File: config.mk
export PLATFORM = sky130hd
export DESIGN_NAME = sram_memory_controller
export DESIGN_NICKNAME = d
export VERILOG_FILES = /design/src/rtl/sram_memory_controller_pkg.sv /design/src/rtl/sram_memory_controller_beat_counter.sv /design/src/rtl/sram_memory_controller.sv
export SDC_FILE = /design/constraint.sdc
export NUM_CORES = 1
export LEC_CHECK = 0
export CORE_ASPECT_RATIO = 1.2
export CORE_UTILIZATION = 45
export DETAILED_ROUTE_END_ITERATION = 7
export PLACE_DENSITY = 0.85
export SLEW_MARGIN = 20
export SYNTH_ARGS = -nofsm -noshare
export SYNTH_HDL_FRONTEND = slang
export SYNTH_SLANG_ARGS = --single-unit
File: constraint.sdc
create_clock -name clk -period 2.08 [get_ports clk]
set_clock_uncertainty 0.15 [all_clocks]
set_input_delay 0.208 -clock clk [delete_from_list [all_inputs] [get_ports clk]]
set_output_delay 0.208 -clock clk [all_outputs]
set_load 0.1 [all_outputs]
File: src/rtl/sram_memory_controller_pkg.sv
// ============================================================================
// Module : sram_memory_controller_pkg
// Brief  : Shared state encodings and default sizing for the SRAM memory stage.
// Rev    : 1.0  initial release
// ============================================================================
`default_nettype none

package sram_memory_controller_pkg;

  typedef enum logic [1:0] {
    SM_IDLE   = 2'd0,
    SM_ACCESS = 2'd1,
    SM_DONE   = 2'd2
  } state_t;

  localparam int DEFAULT_DATA_WIDTH      = 32;
  localparam int DEFAULT_SRAM_DATA_WIDTH = 16;
  localparam int DEFAULT_SRAM_ADDR_WIDTH = 18;
  localparam int DEFAULT_WAIT_CYCLES     = 5;
  localparam int DEFAULT_ADDR_BASE       = 1024;

endpackage

`default_nettype wire

File: src/rtl/sram_memory_controller_beat_counter.sv
// ============================================================================
// Module : sram_beat_counter
// Brief  : Nested wait-state / beat counter; wraps to zero after the last beat.
// Rev    : 1.0  initial release
// ============================================================================
`default_nettype none

module sram_beat_counter #(
  parameter int WAIT_CYCLES = 5,
  parameter int BEATS       = 2,
  parameter int BEAT_W      = (BEATS > 1) ? $clog2(BEATS) : 1
) (
  input  logic              clk,
  input  logic              rst,
  input  logic              start_i,
  input  logic              busy_i,
  output logic [BEAT_W-1:0] beat_cnt_o,
  output logic              last_cycle_o,
  output logic              last_beat_o
);

  localparam int WAIT_W = $clog2(WAIT_CYCLES);

  logic [WAIT_W-1:0] wait_cnt_q;
  logic [BEAT_W-1:0] beat_cnt_q;

  assign last_cycle_o = (wait_cnt_q == WAIT_W'(WAIT_CYCLES - 1));
  assign last_beat_o  = (beat_cnt_q == BEAT_W'(BEATS - 1));
  assign beat_cnt_o   = beat_cnt_q;

  // The request cycle itself is wait state 0 of beat 0, hence start_i counts.
  always_ff @(posedge clk) begin
    if (rst) begin
      wait_cnt_q <= '0;
      beat_cnt_q <= '0;
    end else if (start_i || busy_i) begin
      if (last_cycle_o) begin
        wait_cnt_q <= '0;
        beat_cnt_q <= last_beat_o ? '0 : beat_cnt_q + BEAT_W'(1);
      end else begin
        wait_cnt_q <= wait_cnt_q + WAIT_W'(1);
      end
    end
  end

endmodule

`default_nettype wire

File: src/rtl/sram_memory_controller.sv
// ============================================================================
// Module : sram_memory_controller
// Brief  : Memory-stage controller splitting each pipeline word into SRAM beats.
// Rev    : 1.0  initial release
// ============================================================================
`default_nettype none

module sram_memory_controller
  import sram_memory_controller_pkg::*;
#(
  parameter int DATA_WIDTH      = DEFAULT_DATA_WIDTH,
  parameter int SRAM_DATA_WIDTH = DEFAULT_SRAM_DATA_WIDTH,
  parameter int SRAM_ADDR_WIDTH = DEFAULT_SRAM_ADDR_WIDTH,
  parameter int WAIT_CYCLES     = DEFAULT_WAIT_CYCLES,
  parameter int ADDR_BASE       = DEFAULT_ADDR_BASE
) (
  input  logic                       clk,
  input  logic                       rst,
  input  logic                       rd_en,
  input  logic                       wr_en,
  input  logic [31:0]                address,
  input  logic [DATA_WIDTH-1:0]      write_data,
  output logic [DATA_WIDTH-1:0]      read_data,
  output logic                       ready,
  output logic [SRAM_ADDR_WIDTH-1:0] sram_addr,
  output logic [SRAM_DATA_WIDTH-1:0] sram_dq_out,
  input  logic [SRAM_DATA_WIDTH-1:0] sram_dq_in,
  output logic                       sram_dq_oe,
  output logic                       sram_we_n
);

  localparam int BEATS      = DATA_WIDTH / SRAM_DATA_WIDTH;
  localparam int BEAT_W     = (BEATS > 1) ? $clog2(BEATS) : 1;
  localparam int BYTE_SHIFT = $clog2(DATA_WIDTH / 8);

  if ((DATA_WIDTH % SRAM_DATA_WIDTH) != 0 || WAIT_CYCLES < 2) begin : g_bad_params
    $error("sram_memory_controller: illegal DATA_WIDTH/SRAM_DATA_WIDTH/WAIT_CYCLES");
  end

  state_t                state_q;
  logic                  op_write_q;
  logic [31:0]           word_addr_q;
  logic [DATA_WIDTH-1:0] wdata_q;
  logic [DATA_WIDTH-1:0] rbuf_q;
  logic [DATA_WIDTH-1:0] rbuf_d;
  logic [DATA_WIDTH-1:0] read_data_q;

  logic [BEAT_W-1:0]     beat_cnt;
  logic                  last_cycle;
  logic                  last_beat;

  logic                  req;
  logic                  idle;
  logic                  busy;
  logic                  start;
  logic                  drive;
  logic                  cur_write;
  logic [31:0]           req_word;
  logic [31:0]           cur_word;
  logic [31:0]           sram_word;
  logic [DATA_WIDTH-1:0] cur_wdata;

  assign req   = rd_en | wr_en;
  assign idle  = (state_q == SM_IDLE);
  assign busy  = (state_q == SM_ACCESS);
  assign start = idle & req;
  assign ready = (idle & ~req) | (state_q == SM_DONE);

  // The request cycle already drives beat 0 from the live inputs; afterwards
  // the latched copies take over.
  assign req_word  = (address - 32'(ADDR_BASE)) >> BYTE_SHIFT;
  assign cur_word  = idle ? req_word   : word_addr_q;
  assign cur_write = idle ? wr_en      : op_write_q;
  assign cur_wdata = idle ? write_data : wdata_q;
  assign sram_word = cur_word * 32'(BEATS) + 32'(beat_cnt);
  assign drive     = (start | busy) & ~rst;

  assign sram_addr   = drive ? sram_word[SRAM_ADDR_WIDTH-1:0] : '0;
  assign sram_dq_oe  = drive & cur_write;
  assign sram_dq_out = (drive & cur_write)
                     ? cur_wdata[int'(beat_cnt)*SRAM_DATA_WIDTH +: SRAM_DATA_WIDTH] : '0;
  assign sram_we_n   = ~(drive & cur_write & ~last_cycle);
  assign read_data   = read_data_q;

  always_comb begin
    rbuf_d = rbuf_q;
    rbuf_d[int'(beat_cnt)*SRAM_DATA_WIDTH +: SRAM_DATA_WIDTH] = sram_dq_in;
  end

  sram_beat_counter #(
    .WAIT_CYCLES (WAIT_CYCLES),
    .BEATS       (BEATS),
    .BEAT_W      (BEAT_W)
  ) u_beat_counter (
    .clk          (clk),
    .rst          (rst),
    .start_i      (start),
    .busy_i       (busy),
    .beat_cnt_o   (beat_cnt),
    .last_cycle_o (last_cycle),
    .last_beat_o  (last_beat)
  );

  always_ff @(posedge clk) begin
    if (rst) begin
      state_q     <= SM_IDLE;
      op_write_q  <= 1'b0;
      word_addr_q <= '0;
      wdata_q     <= '0;
      rbuf_q      <= '0;
      read_data_q <= '0;
    end else begin
      case (state_q)
        SM_IDLE: begin
          if (req) begin
            state_q     <= SM_ACCESS;
            op_write_q  <= wr_en;
            word_addr_q <= req_word;
            wdata_q     <= write_data;
          end
        end
        SM_ACCESS: begin
          if (!op_write_q && last_cycle) begin
            rbuf_q <= rbuf_d;
            if (last_beat) begin
              read_data_q <= rbuf_d;
            end
          end
          if (last_cycle && last_beat) begin
            state_q <= SM_DONE;
          end
        end
        SM_DONE: state_q <= SM_IDLE;
        default: state_q <= SM_IDLE;
      endcase
    end
  end

endmodule

`default_nettype wire

### Yosys cells after proc, flatten, opt, wreduce, memory -nomap -nowiden

Cells that the tools add are included.

* register bits after elaboration: 120
* input port bits: 84
* output and inout port bits: 69
* word-level logic and storage cells: 54

* add/sub/neg operators: 5
* eq/ne operators: 5
* shift operators: 3
* mux-type cells: 11
* bitwise gates (word level): 12
* reductions and logical operators: 10

Operators with widths (count)
* negator 5 -> 33 bit: 1
* variable shift 16 x 33 -> 32 bit (first input constant): 1
* variable part select 16 x 33 -> 32 bit: 1
* bitwise mux 32 bit: 1
* two-way mux 32 bit: 1
* variable part select 32 x 6 -> 16 bit: 1
* subtractor 19 x 11 -> 19 bit (second input constant): 1
* adder 18 x 1 -> 18 bit: 1
* two-way mux 18 bit: 1
* two-way mux 17 bit: 1
* two-way mux 16 bit: 1
* AND reduction 2 bit: 4
* bitwise AND 1 bit: 5
* two-way mux 2 bit: 2
* NOT 1 bit: 4
* one-hot mux 2 bit (2 select lines): 1
* adder 3 x 1 -> 3 bit (second input constant): 1
* equality test 3 bit (second input constant): 1
* two-way mux 3 bit: 1
* OR 1 bit: 3
* AND reduction 3 bit: 1
* equality test 2 x 1 -> 1 bit (second input constant): 1
* equality test 2 bit (second input constant): 1
* logical AND 1 bit: 2
* other kinds (7): 8

### Depth between registers and ports, before layout

Gate-level depths: netlist (run 1).

* depth in word-level cells: 7
* gate-level depth with buffers: 8
* depth with buffers taken out: 6

### By module

A second synthesis (run 1) with hierarchy kept.

* cell total of the unflattened synthesis: 628
* area, all modules: 5693.0 sq um

Modules (own cells, without submodules)
* sram_memory_controller: instances 1, cells an instance 603, area each 5460.2 sq um, seq. area each 2322.2 sq um
* sram_beat_counter: instances 1, cells an instance 25, area each 232.7 sq um, seq. area each 80.1 sq um

### Worst setup path before layout (run 1)

OpenSTA, ideal clock, no wires.

* kind: register -> output
* start point: register state_q[0]
* end point: output port sram_addr[10]
* arrival: 3388 ps
* data required time: 1722 ps
* setup slack: -1666 ps
* stages on the path, launching flop included: 6
* buffers on the path: 2
* cell sequence: dfxtp_1 -> nor2_2 -> buf_2 -> buf_2 -> nor2_1 -> a211oi_1

* longest elaborated chain between the ends: 5
* elaborated cells between the ends (all ways): 8
* those cells by class: add/sub (1); eq/ne (1); mux (2); bitwise (3); reduce/logical (1)

Ends and longest elaborated chain
* from (decl): RTL line sram_memory_controller.sv:40 `state_t state_q;`
* from (signal assigned): RTL line sram_memory_controller.sv:106 `state_q <= SM_IDLE;`
* from (signal assigned): RTL line sram_memory_controller.sv:116 `state_q <= SM_ACCESS;`
* from (signal assigned): RTL line sram_memory_controller.sv:130 `state_q <= SM_DONE;`
* parallel branches: the longest is 4 deep, another holds adder 18 x 1 -> 18 bit
* two-way mux 18 bit (*): RTL line sram_memory_controller.sv:78 `assign sram_addr = drive ? sram_word[SRAM_ADDR_WIDTH-1:0] : '0;`
* to (decl): RTL line sram_memory_controller.sv:25 `output logic [SRAM_ADDR_WIDTH-1:0] sram_addr,`

Every way passes the cells marked *.

### Worst setup path in the final report (run 1)

* start point: register state_q[0]
* end point: output port sram_addr[16]

Same word-level chain as after synthesis.

==> results of run 1 <==
## per-layer routing
metal  track usage, %  vias up  wire, um
li1                 -     2134         -
met1            28.50     2138      5289
met2            45.84      179      7089
met3            4.065       29       742
met4            11.79        0       388
met5                0        -         0
## cell usage after synthesis, drive strengths merged
library cell | count | area (sq um)
mux2i | 17 | 170.2
or3 | 1 | 6.260
a21oi | 83 | 415.4
nor4 | 3 | 25.02
and2 | 16 | 100.1
clkbuf | 20 | 75.07
buf | 22 | 127.6
inv | 5 | 18.77
a22oi | 1 | 7.510
nand2b | 1 | 6.260
or2 | 1 | 6.260
ha | 3 | 37.54
o21ai | 4 | 20.01
a211oi | 16 | 120.1
nor2 | 48 | 182.7
nor3b | 2 | 15.01
xor2 | 4 | 35.03
nand3 | 3 | 15.01
nor3 | 9 | 45.04
dfxtp | 104 | 2082
mux4 | 16 | 360.4
xnor2 | 4 | 35.03
or4 | 2 | 15.01
nand2 | 166 | 625.6
## power breakdown
| group | total [W] | switching, W | internal [W] |
|---|---|---|---|
| sequential | 0.00212 | 0.0000489 | 0.00207 |
| combinational | 0.00126 | 0.000709 | 0.000554 |
| clock | 0.00174 | 0.000744 | 0.000998 |
| total | 0.00512 | 0.00150 | 0.00362 |
## stage by stage
stage / utilization [%] / TNS, ns / instance area [sq um] / std cells / hold WS, ns
after floorplan: - / -1.084 / 4871 / 551 / 0.1536
after global placement: 69.61 / -0.7651 / 6725 / 795 / 0.2839
after detailed placement: 69.61 / -0.9318 / 6725 / 795 / 0.2980
after CTS: 74.28 / -5.049 / 7177 / 820 / 0.03496
after global routing: 75.74 / -7.597 / 7318 / 827 / 0.08321
final: 75.74 / -5.930 / 7318 / 827 / 0.09117
## tightest hold or removal path, stage by stage
cell and delay (ns):
buf_4 0.11, or3_4 0.17, nor2_1 0.06
## worst paths after layout
check / startpoint / to / cells after the start / slack, ns
setup / recovery: state_q[0] / sram_addr[16] / 6 / -0.21
hold reg to reg: read_data[26] / read_data[26] / 2 / 0.30
setup reg to reg: u_beat_counter.wait_cnt_q[0] / rbuf_q[13] / 7 / 0.12
hold / removal: rst / state_q[0] / 3 / 0.09
## final cells by class
class                   instances  share of cell area [%]
clock inverters                 5                  0.7352
well taps                     123                   2.103
repair buffers                179                   29.56
flip-flops and latches        104                   28.53
clock buffers                  11                   3.454
multi-input cells             400                   35.36
inverters                       5                  0.2565
## timing repair
action                                  CTS  global route
buffers inserted                          7             5
gates resized for setup                  13            13
pin swaps                                18            10
endpoints found under the setup margin   34            46
gates cloned                              2             3
hold buffers                              0             0
## flip-flops by register name, indices dropped and copies added (netlist names)
register                   cells
rbuf_q                        16
state_q                        2
word_addr_q                   17
u_beat_counter.beat_cnt_o      1
wdata_q                       32
read_data                     32
u_beat_counter.wait_cnt_q      3
op_write_q                     1
## cell families (layout without fill, tap and decap cells)
group,after synthesis,count (layout),synth area share (%)
compound gates,104,104,12.38
buf+inv,47,200,4.871
simple gates,252,252,22.92
mux,33,33,11.67
fa+ha+maj,3,3,0.8256
xor+xnor,8,8,1.541
flops,104,104,45.79
==> summary.txt, run 1 <==
status - finished with violations
failing checks - setup timing
number of setup violations in the final report - 36
unique cell type count in the Yosys netlist - 30
CTS tree - built
Final period util - 109.9%
Yosys reg bits - 104
ant diodes - 0
Buf+Inv Stages, Crit Path - 3
startpoint types - flip-flop
CP cell instances - buf_6, nor3_4, or3_4, buf_12, a211oi_4, buf_12
cts bufs inserted - 9
DIE WIDTH - 93.76 um
DR vias - 4480
maximum clock frequency - 0.4375 GHz
IO Pins - 153
initial antenna violation count - 0
Crit Path Category - reg2out
crit path DAT - 1.93 ns
CP endpoint kind - primary output
fillers - 609
Fin. Hold Viols - 0
pin count of the biggest net entering global routing - 104
I/O Buffers - 137
Design Power - 0.005121 W
Max-slew headroom - 30.13%
max_cap viols - 0
Pre-antenna DRT Iters - 5
Critical Path RT - 1.72 ns
die area - 10510 sq um
Slowest-stage cell, CP - or3_4
fin. max-slew vios - 0
Routed WL per cell - 16.33 um
nets - 786
fraction of layout cells with a size suffix above 1 - 28.13%
post-layout min period - 2.285 ns
H-Tree Depth - 3
commonest non-fill, non-tap cell in the layout - nand2_1
Worst Slack Setup Final - -0.2055 ns
CTS Sinks - 104
# rows - 39
Worst VDD drop - 376.9 uV
sequential cell area fraction in the yosys report - 45.79%
Cells after Synth - 551
Via density - 5.417
worst hold path type - in2reg
worst-margin pin slew - 1.048 ns
Routed Wire Length - 13510 um
worst skew pair latency - 0.34 ns
Ys Warns - 0
Post-DRT Antenna Nets - 0
Initial Util - 47.06%
CP max stage delay - 0.44 ns
DRC violations left - 0
dpl ws - -0.1857 ns
Worst Path Max Fanout - 5
GRT overflow - 0
CTS Root Cell - clkbuf_16
area of the multi-input gates - 2587 sq um
Synth Net Count - 638
die height - 112.1 um
Area growth, synth to finish - 60.95%
DRT iter0 DRCs - 248
Final GP Congestion - 0.7771
clk buf depth - 2
cell repeated most along the worst path - buf_12
Mapped Area - 4547 sq um
RSZ-0062 raised after global routing - yes
pwr dens - 699.8 nW/um^2
GRT Overall Usage - 25.29%
Worst-path clk slew - 0.07 ns
Core Region - 9662 sq um
Pleak - 2.897 nW
Post-DP HPWL - 8505 um
number of global-route vias before repair - 4398
register area - 2088 sq um
syn_area_per_cell - 8.252 sq um
most frequent cells in the layout - nand2_1 (164), dfxtp_1 (101), a21oi_1 (75), clkdlybuf4s50_1 (66), buf_4 (58)
CP delay by family, top - buffers and inverters
global-route wire length before repair - 20870 um
Note: power is estimated with default switching activity, not from simulation.
==> inputs of run 2 (changes only) <==
--- a/config.mk
+++ b/config.mk
@@ -5,9 +5,11 @@
 export SDC_FILE = /design/constraint.sdc
 export NUM_CORES = 1
 export LEC_CHECK = 0
+export CAP_MARGIN = 10
 export CORE_ASPECT_RATIO = 1.2
 export CORE_UTILIZATION = 45
 export DETAILED_ROUTE_END_ITERATION = 7
+export GPL_TIMING_DRIVEN = 0
 export PLACE_DENSITY = 0.85
 export SLEW_MARGIN = 20
 export SYNTH_ARGS = -nofsm -noshare
==> run 2 against run 1 <==
Effect of this change: the flow still finishes with violations (setup timing); register-to-register slack worse by 0.04 ns; clock power up 6%; flip-flop and latch count unchanged; global-route usage up 2.7 points; maximum frequency down 0.96%; via count up 1.1%; cell area down 1.2%; die area unchanged; sequential share of layout area up 0.36 points; critical path depth unchanged; cell count up 0.85%; combinational power about the same; largest cell class unchanged.
==> summary.txt, run 2 (same netlist as run 1, synthesis figures left out) <==
pwr dens - 717.8 nW/um^2 (+2.6%)
most frequent cells in the layout - nand2_1 (164), dfxtp_1 (102), a21oi_1 (75), clkdlybuf4s50_1 (63), nor2_1 (44)
global-route wire length before repair - 22810 um (+9.3%)
fillers - 644 (+5.7%)
DRC violations left - 0 (unchanged)
cts bufs inserted - 9 (unchanged)
fin. max-slew vios - 0 (unchanged)
DIE WIDTH - 93.76 um (unchanged)
startpoint types - flip-flop
crit path DAT - 1.95 ns (+0.02 ns)
Routed WL per cell - 16.96 um (+3.8%)
CP endpoint kind - primary output
Crit Path Category - reg2out
CTS Root Cell - clkbuf_16
clk buf depth - 2 (unchanged)
# rows - 39 (unchanged)
commonest non-fill, non-tap cell in the layout - nand2_1
register area - 2090 sq um (about the same)
CTS Sinks - 104 (unchanged)
die area - 10510 sq um (unchanged)
Worst Slack Setup Final - -0.2277 ns (-0.02223 ns)
DRT iter0 DRCs - 261 (+5.2%)
failing checks - setup timing
Via density - 5.433 (+0.29%)
Post-DP HPWL - 9540 um (+12%)
die height - 112.1 um (unchanged)
worst hold path type - in2reg
Core Region - 9662 sq um (unchanged)
ant diodes - 0 (unchanged)
H-Tree Depth - 3 (unchanged)
GRT overflow - 0 (unchanged)
Initial Util - 47.06% (unchanged)
Area growth, synth to finish - 59.05%
number of setup violations in the final report - 34 (-5.6%)
Post-CTS Hold Buffers - 0 (unchanged)
worst-margin pin slew - 0.9732 ns (-0.07481 ns)
IO Pins - 153 (unchanged)
maximum clock frequency - 0.4333 GHz (-0.96%)
DR vias - 4531 (+1.1%)
pin count of the biggest net entering global routing - 19 (-82%)
number of global-route vias before repair - 4798 (+9.1%)
Worst Path Max Fanout - 10 (+5)
Post-DRT Antenna Nets - 0 (unchanged)
Pleak - 2.928 nW (+1.1%)
Max-slew headroom - 35.38% (+5.2 points)
RSZ-0062 raised after global routing - yes
Critical Path RT - 1.72 ns (about the same)
worst skew pair latency - 0.34 ns (about the same)
GRT Overall Usage - 27.97% (+2.7 points)
Worst VDD drop - 595.3 uV (+58%)
area of the multi-input gates - 2569 sq um (-0.73%)
nets - 793 (+0.89%)
Final period util - 110.9% (+1.1 points)
Pre-antenna DRT Iters - 7 (+2)
Worst-path clk slew - 0.07 ns (about the same)
post-layout min period - 2.308 ns (+0.02223 ns)
CTS tree - built
I/O Buffers - 137 (unchanged)
initial antenna violation count - 0 (unchanged)
Fin. Hold Viols - 0 (unchanged)
Setup TNS - -6.247 ns (-0.3169 ns)
status - finished with violations
max_cap viols - 0 (unchanged)
Routed Wire Length - 14140 um (+4.7%)
Design Power - 0.005191 W (+1.4%)
fraction of layout cells with a size suffix above 1 - 21.94% (-6.2 points)
Final GP Congestion - 0.8269 (+6.4%)
run 2: cell count changes in the layout (fill, tap and decap cells not counted), sizes merged:
cell           change
clkdlybuf4s15      +1
inv                +1
bufbuf             -1
buf               -47
dlygate4sd2       +35
clkdlybuf4s50      -3
clkbuf            +20
bufinv             +1
run 2: critical path, cell delays in order (launching register included):
cell and delay (ns):
dfxtp_4 0.37, clkbuf_8 0.17, or3_4 0.38, buf_12 0.17
buf_12 0.17, a21oi_4 0.15, buf_12 0.19
run 2: layout make-up:
type                    count  share of cell area [%]
clock buffers               9                   3.114
flip-flops and latches    104                   28.89
clock inverters             7                   1.419
multi-input cells         400                   35.52
inverters                   5                  0.2595
repair buffers            144                   24.33
plain buffers              42                   4.343
well taps                 123                   2.128
run 2: timing repair:
action | CTS | global route
buffers inserted | 6 | 0
cloned | 1 | 0
setup endpoints to repair | 69 | 82
gates resized for setup | 382 | 19
pin swaps | 22 | 3
run 2: per-stage QoR:
stage | cell area, sq um | hold slack [ns] | setup WS, ns | util [%] | instances
2_1_floorplan | 4871 | 0.1536 | -0.1158 | - | 551
3_3_place_gp | 6396 | 0.2892 | -1.540 | 66.20 | 811
3_5_place_dp | 6396 | 0.2933 | -1.568 | 66.20 | 811
4_1_cts | 7194 | 0.2332 | -0.2312 | 74.46 | 834
5_1_grt | 7232 | 0.04794 | -0.2741 | 74.85 | 834
6_report | 7232 | 0.03802 | -0.2277 | 74.85 | 834
run 2: metal layers:
metal | up-vias | wire length [um] | track usage [%]
li1 | 2144 | - | -
met2 | 187 | 7444 | 49.73
met4 | 0 | 628 | 17.95
met3 | 49 | 707 | 3.726
met1 | 2151 | 5361 | 30.80
met5 | - | 0 | 0
run 2: power breakdown:
group	switching (W)	internal, W	total, W	leakage (nW)
clock	0.000777	0.00107	0.00185	0.162
sequential	0.0000465	0.00207	0.00211	0.849
combinational	0.000715	0.000515	0.00123	1.92
total	0.00154	0.00365	0.00519	2.93
run 2: final timing paths:
check | startpoint | end | slack [ns] | cells past startpoint
worst min register to register | read_data[20] | read_data[20] | 0.30 | 2
worst max register to register | u_beat_counter.wait_cnt_q[0] | rbuf_q[9] | 0.08 | 8
worst min-delay path | address[10] | word_addr_q[8] | 0.04 | 2
worst max-delay path | state_q[1] | sram_addr[5] | -0.23 | 6
==> inputs of run 3 (changes only) <==
--- a/config.mk
+++ b/config.mk
@@ -11,6 +11,7 @@
 export DETAILED_ROUTE_END_ITERATION = 7
 export GPL_TIMING_DRIVEN = 0
 export PLACE_DENSITY = 0.85
+export REMOVE_ABC_BUFFERS = 1
 export SLEW_MARGIN = 20
 export SYNTH_ARGS = -nofsm -noshare
 export SYNTH_HDL_FRONTEND = slang
==> run 3 against run 2 <==
Effect of this change: the flow still finishes with violations (setup timing); count of clock-buffer cells in the layout rose by 1; sequential power barely moved; sequential share of layout area fell by 0.083 points; cell count fell by 1.3%; first-iteration DRC count rose by 20%; clock power fell by 14%; die area did not move; global-route usage fell by 2.2 points; critical path depth did not move; flip-flop and latch count did not move; non-clock buffer count fell by 16; critical endpoint is now sram_dq_out[13].
==> summary.txt, run 3 (same netlist as run 1, synthesis figures left out) <==
status - finished with violations
failing checks - setup timing
fraction of layout cells with a size suffix above 1 - 25.14% (+3.2 points)
number of global-route vias before repair - 4529 (-5.6%)
Worst Path Max Fanout - 5 (-5)
worst hold path type - in2reg
crit path to - sram_dq_out[13]
Design Power - 0.004961 W (-4.4%)
startpoint types - flip-flop
Final period util - 113.5% (+2.6 points)
CP endpoint kind - primary output
initial antenna violation count - 0 (unchanged)
Crit Path Category - reg2out
R2R Path End - word_addr_q[11]
Area growth, synth to finish - 59.80%
IO Pins - 153 (unchanged)
global-route wire length before repair - 21320 um (-6.5%)
crit path DAT - 2.00 ns (+0.05 ns)
Pleak - 2.921 nW (-0.23%)
met3 Resource Use GR - 7.317% (+3.6 points)
Worst-path clk slew - 0.07 ns (about the same)
cts bufs inserted - 9 (unchanged)
maximum clock frequency - 0.4235 GHz (-2.3%)
fin. max-slew vios - 0 (unchanged)
# rows - 39 (unchanged)
CTS tree - built
DRC violations left - 0 (unchanged)
Psw - 0.001547 W (+0.54%)
fraction of power spent switching nets - 31.18% (+1.5 points)
commonest non-fill, non-tap cell in the layout - nand2_1
Pre-antenna DRT Iters - 4 (-3)
number of setup violations in the final report - 41 (+21%)
most frequent cells in the layout - nand2_1 (161), dfxtp_1 (101), a21oi_1 (63), clkdlybuf4s50_1 (62), nor2_1 (45)
clk buf depth - 2 (unchanged)
Seq pwr share - 42.7% (+2.0 points)
RSZ-0062 raised after global routing - yes
ant diodes - 0 (unchanged)
fillers - 629 (-2.3%)
DRT iter0 DRCs - 312 (+20%)
I/O Buffers - 137 (unchanged)
Post-DRT Antenna Nets - 0 (unchanged)
Via density - 5.729 (+5.5%)
pin count of the biggest net entering global routing - 65 (+46)
Initial Util - 47.06% (unchanged)
die area - 10510 sq um (unchanged)
nets - 782 (-1.4%)
internal power - 0.003414 W (-6.5%)
post-layout min period - 2.362 ns (+0.05386 ns)
die height - 112.1 um (unchanged)
Fin. Hold Viols - 0 (unchanged)
DR vias - 4715 (+4.1%)
Clk pwr share - 32.3% (-3.3 points)
Worst VDD drop - 526.3 uV (-12%)
CTS Sinks - 104 (unchanged)
reg-to-reg slack, setup - -0.07 ns (-0.15 ns)
Core Region - 9662 sq um (unchanged)
GRT busiest layer - met2
Worst Slack Setup Final - -0.2816 ns (-0.05386 ns)
GRT Overall Usage - 25.81% (-2.2 points)
Final GP Congestion - 0.7430 (-10%)
worst skew pair latency - 0.34 ns (about the same)
met2 Use GR - 45.30% (-4.4 points)
Critical Path RT - 1.72 ns (about the same)
Post-CTS Hold Buffers - 0 (unchanged)
Setup crit start - state_q[0]
Reg-to-Reg Start - state_q[0]
hold_sp - rst
DIE WIDTH - 93.76 um (unchanged)
Post-DP HPWL - 7782 um (-18%)
pwr dens - 682.8 nW/um^2 (-4.9%)
CTS Root Cell - clkbuf_16
combinational share of power - 25.0% (+1.3 points)
met1 usage in global routing - 28.44% (-2.4 points)
Routed Wire Length - 14740 um (+4.2%)
Max-slew headroom - 33.84% (-1.5 points)
R2R depth - 8 (unchanged)
GRT overflow - 0 (unchanged)
worst-margin pin slew - 0.9963 ns (+0.02309 ns)
Finished Core Util - 75.20% (+0.35 points)
max_cap viols - 0 (unchanged)
Routed WL per cell - 17.91 um (+5.6%)
H-Tree Depth - 3 (unchanged)
run 3: changes by cell type in the layout (fill, tap and decap cells not counted), sizes merged, moves of 2 or more:
cell	before	now
buf	62	70
or3	1	4
bufinv	2	0
nor2	48	50
clkbuf	33	11
run 3: stage by stage:
step / hold slack [ns] / setup TNS (ns) / worst slack [ns] / area [sq um] / cells
global placement: 0.2881 / -370.23 / -4.485 / 5869 / 769
floorplan: 0.1271 / -160.28 / -2.950 / 4344 / 509
finish: 0.1795 / -6.573 / -0.2816 / 7266 / 823
CTS: 0.1422 / -5.272 / -0.2479 / 6949 / 811
global route: 0.1862 / -10.90 / -0.3699 / 7266 / 823
detailed placement: 0.2951 / -77.95 / -1.430 / 6030 / 776
run 3: power groups by stage:
| stage | Clock, W | Combinational [W] | Sequential, W |
|---|---|---|---|
| after floorplan | 0 | 0.000586 | 0.00215 |
| after global placement | 0 | 0.000892 | 0.00216 |
| after detailed placement | 0 | 0.000936 | 0.00216 |
| after CTS | 0.00162 | 0.00112 | 0.00211 |
| after global routing | 0.00171 | 0.00129 | 0.00213 |
| final | 0.00160 | 0.00124 | 0.00212 |
run 3: how the worst min path moves through the flow:
stage	end	slack, ns	cells past startpoint
final	rbuf_q[15]	0.18	2
after global routing	rbuf_q[15]	0.19	2
after CTS	rbuf_q[15]	0.14	2
after detailed placement	wdata_q[20]	0.30	2
after global placement	read_data[2]	0.29	2
after floorplan	read_data[0]	0.13	1
run 3: final cells by class:
class                   instances  area, sq um  area share [%]
well taps                     123        153.9           2.118
flip-flops and latches        104         2093           28.81
repair buffers                170         2072           28.52
multi-input cells             405         2648           36.44
clock inverters                 6        51.30          0.7060
clock buffers                  10        229.0           3.151
inverters                       5        18.77          0.2583
run 3: metal layers:
layer  up-vias  wire [um]
met5         -          0
met1      2255       5427
met3        54       1097
met2       263       7692
li1       2143          -
met4         0        522
run 3: worst max-delay path, cell delays in order, from the launching register on:
cell and delay, ns:
dfxtp_4 0.37, nor2_4 0.16, buf_12 0.14, buf_16 0.12, mux4_2 0.53, and2_4 0.17
buf_12 0.16
run 3: timing repair:
| action | CTS | global route |
|---|---|---|
| pin swaps | 27 | 10 |
| gates cloned | 8 | 1 |
| gates resized for setup | 410 | 43 |
| setup endpoints to repair | 151 | 44 |
| hold endpoints to repair | 0 | 0 |
| buffers inserted | 11 | 12 |
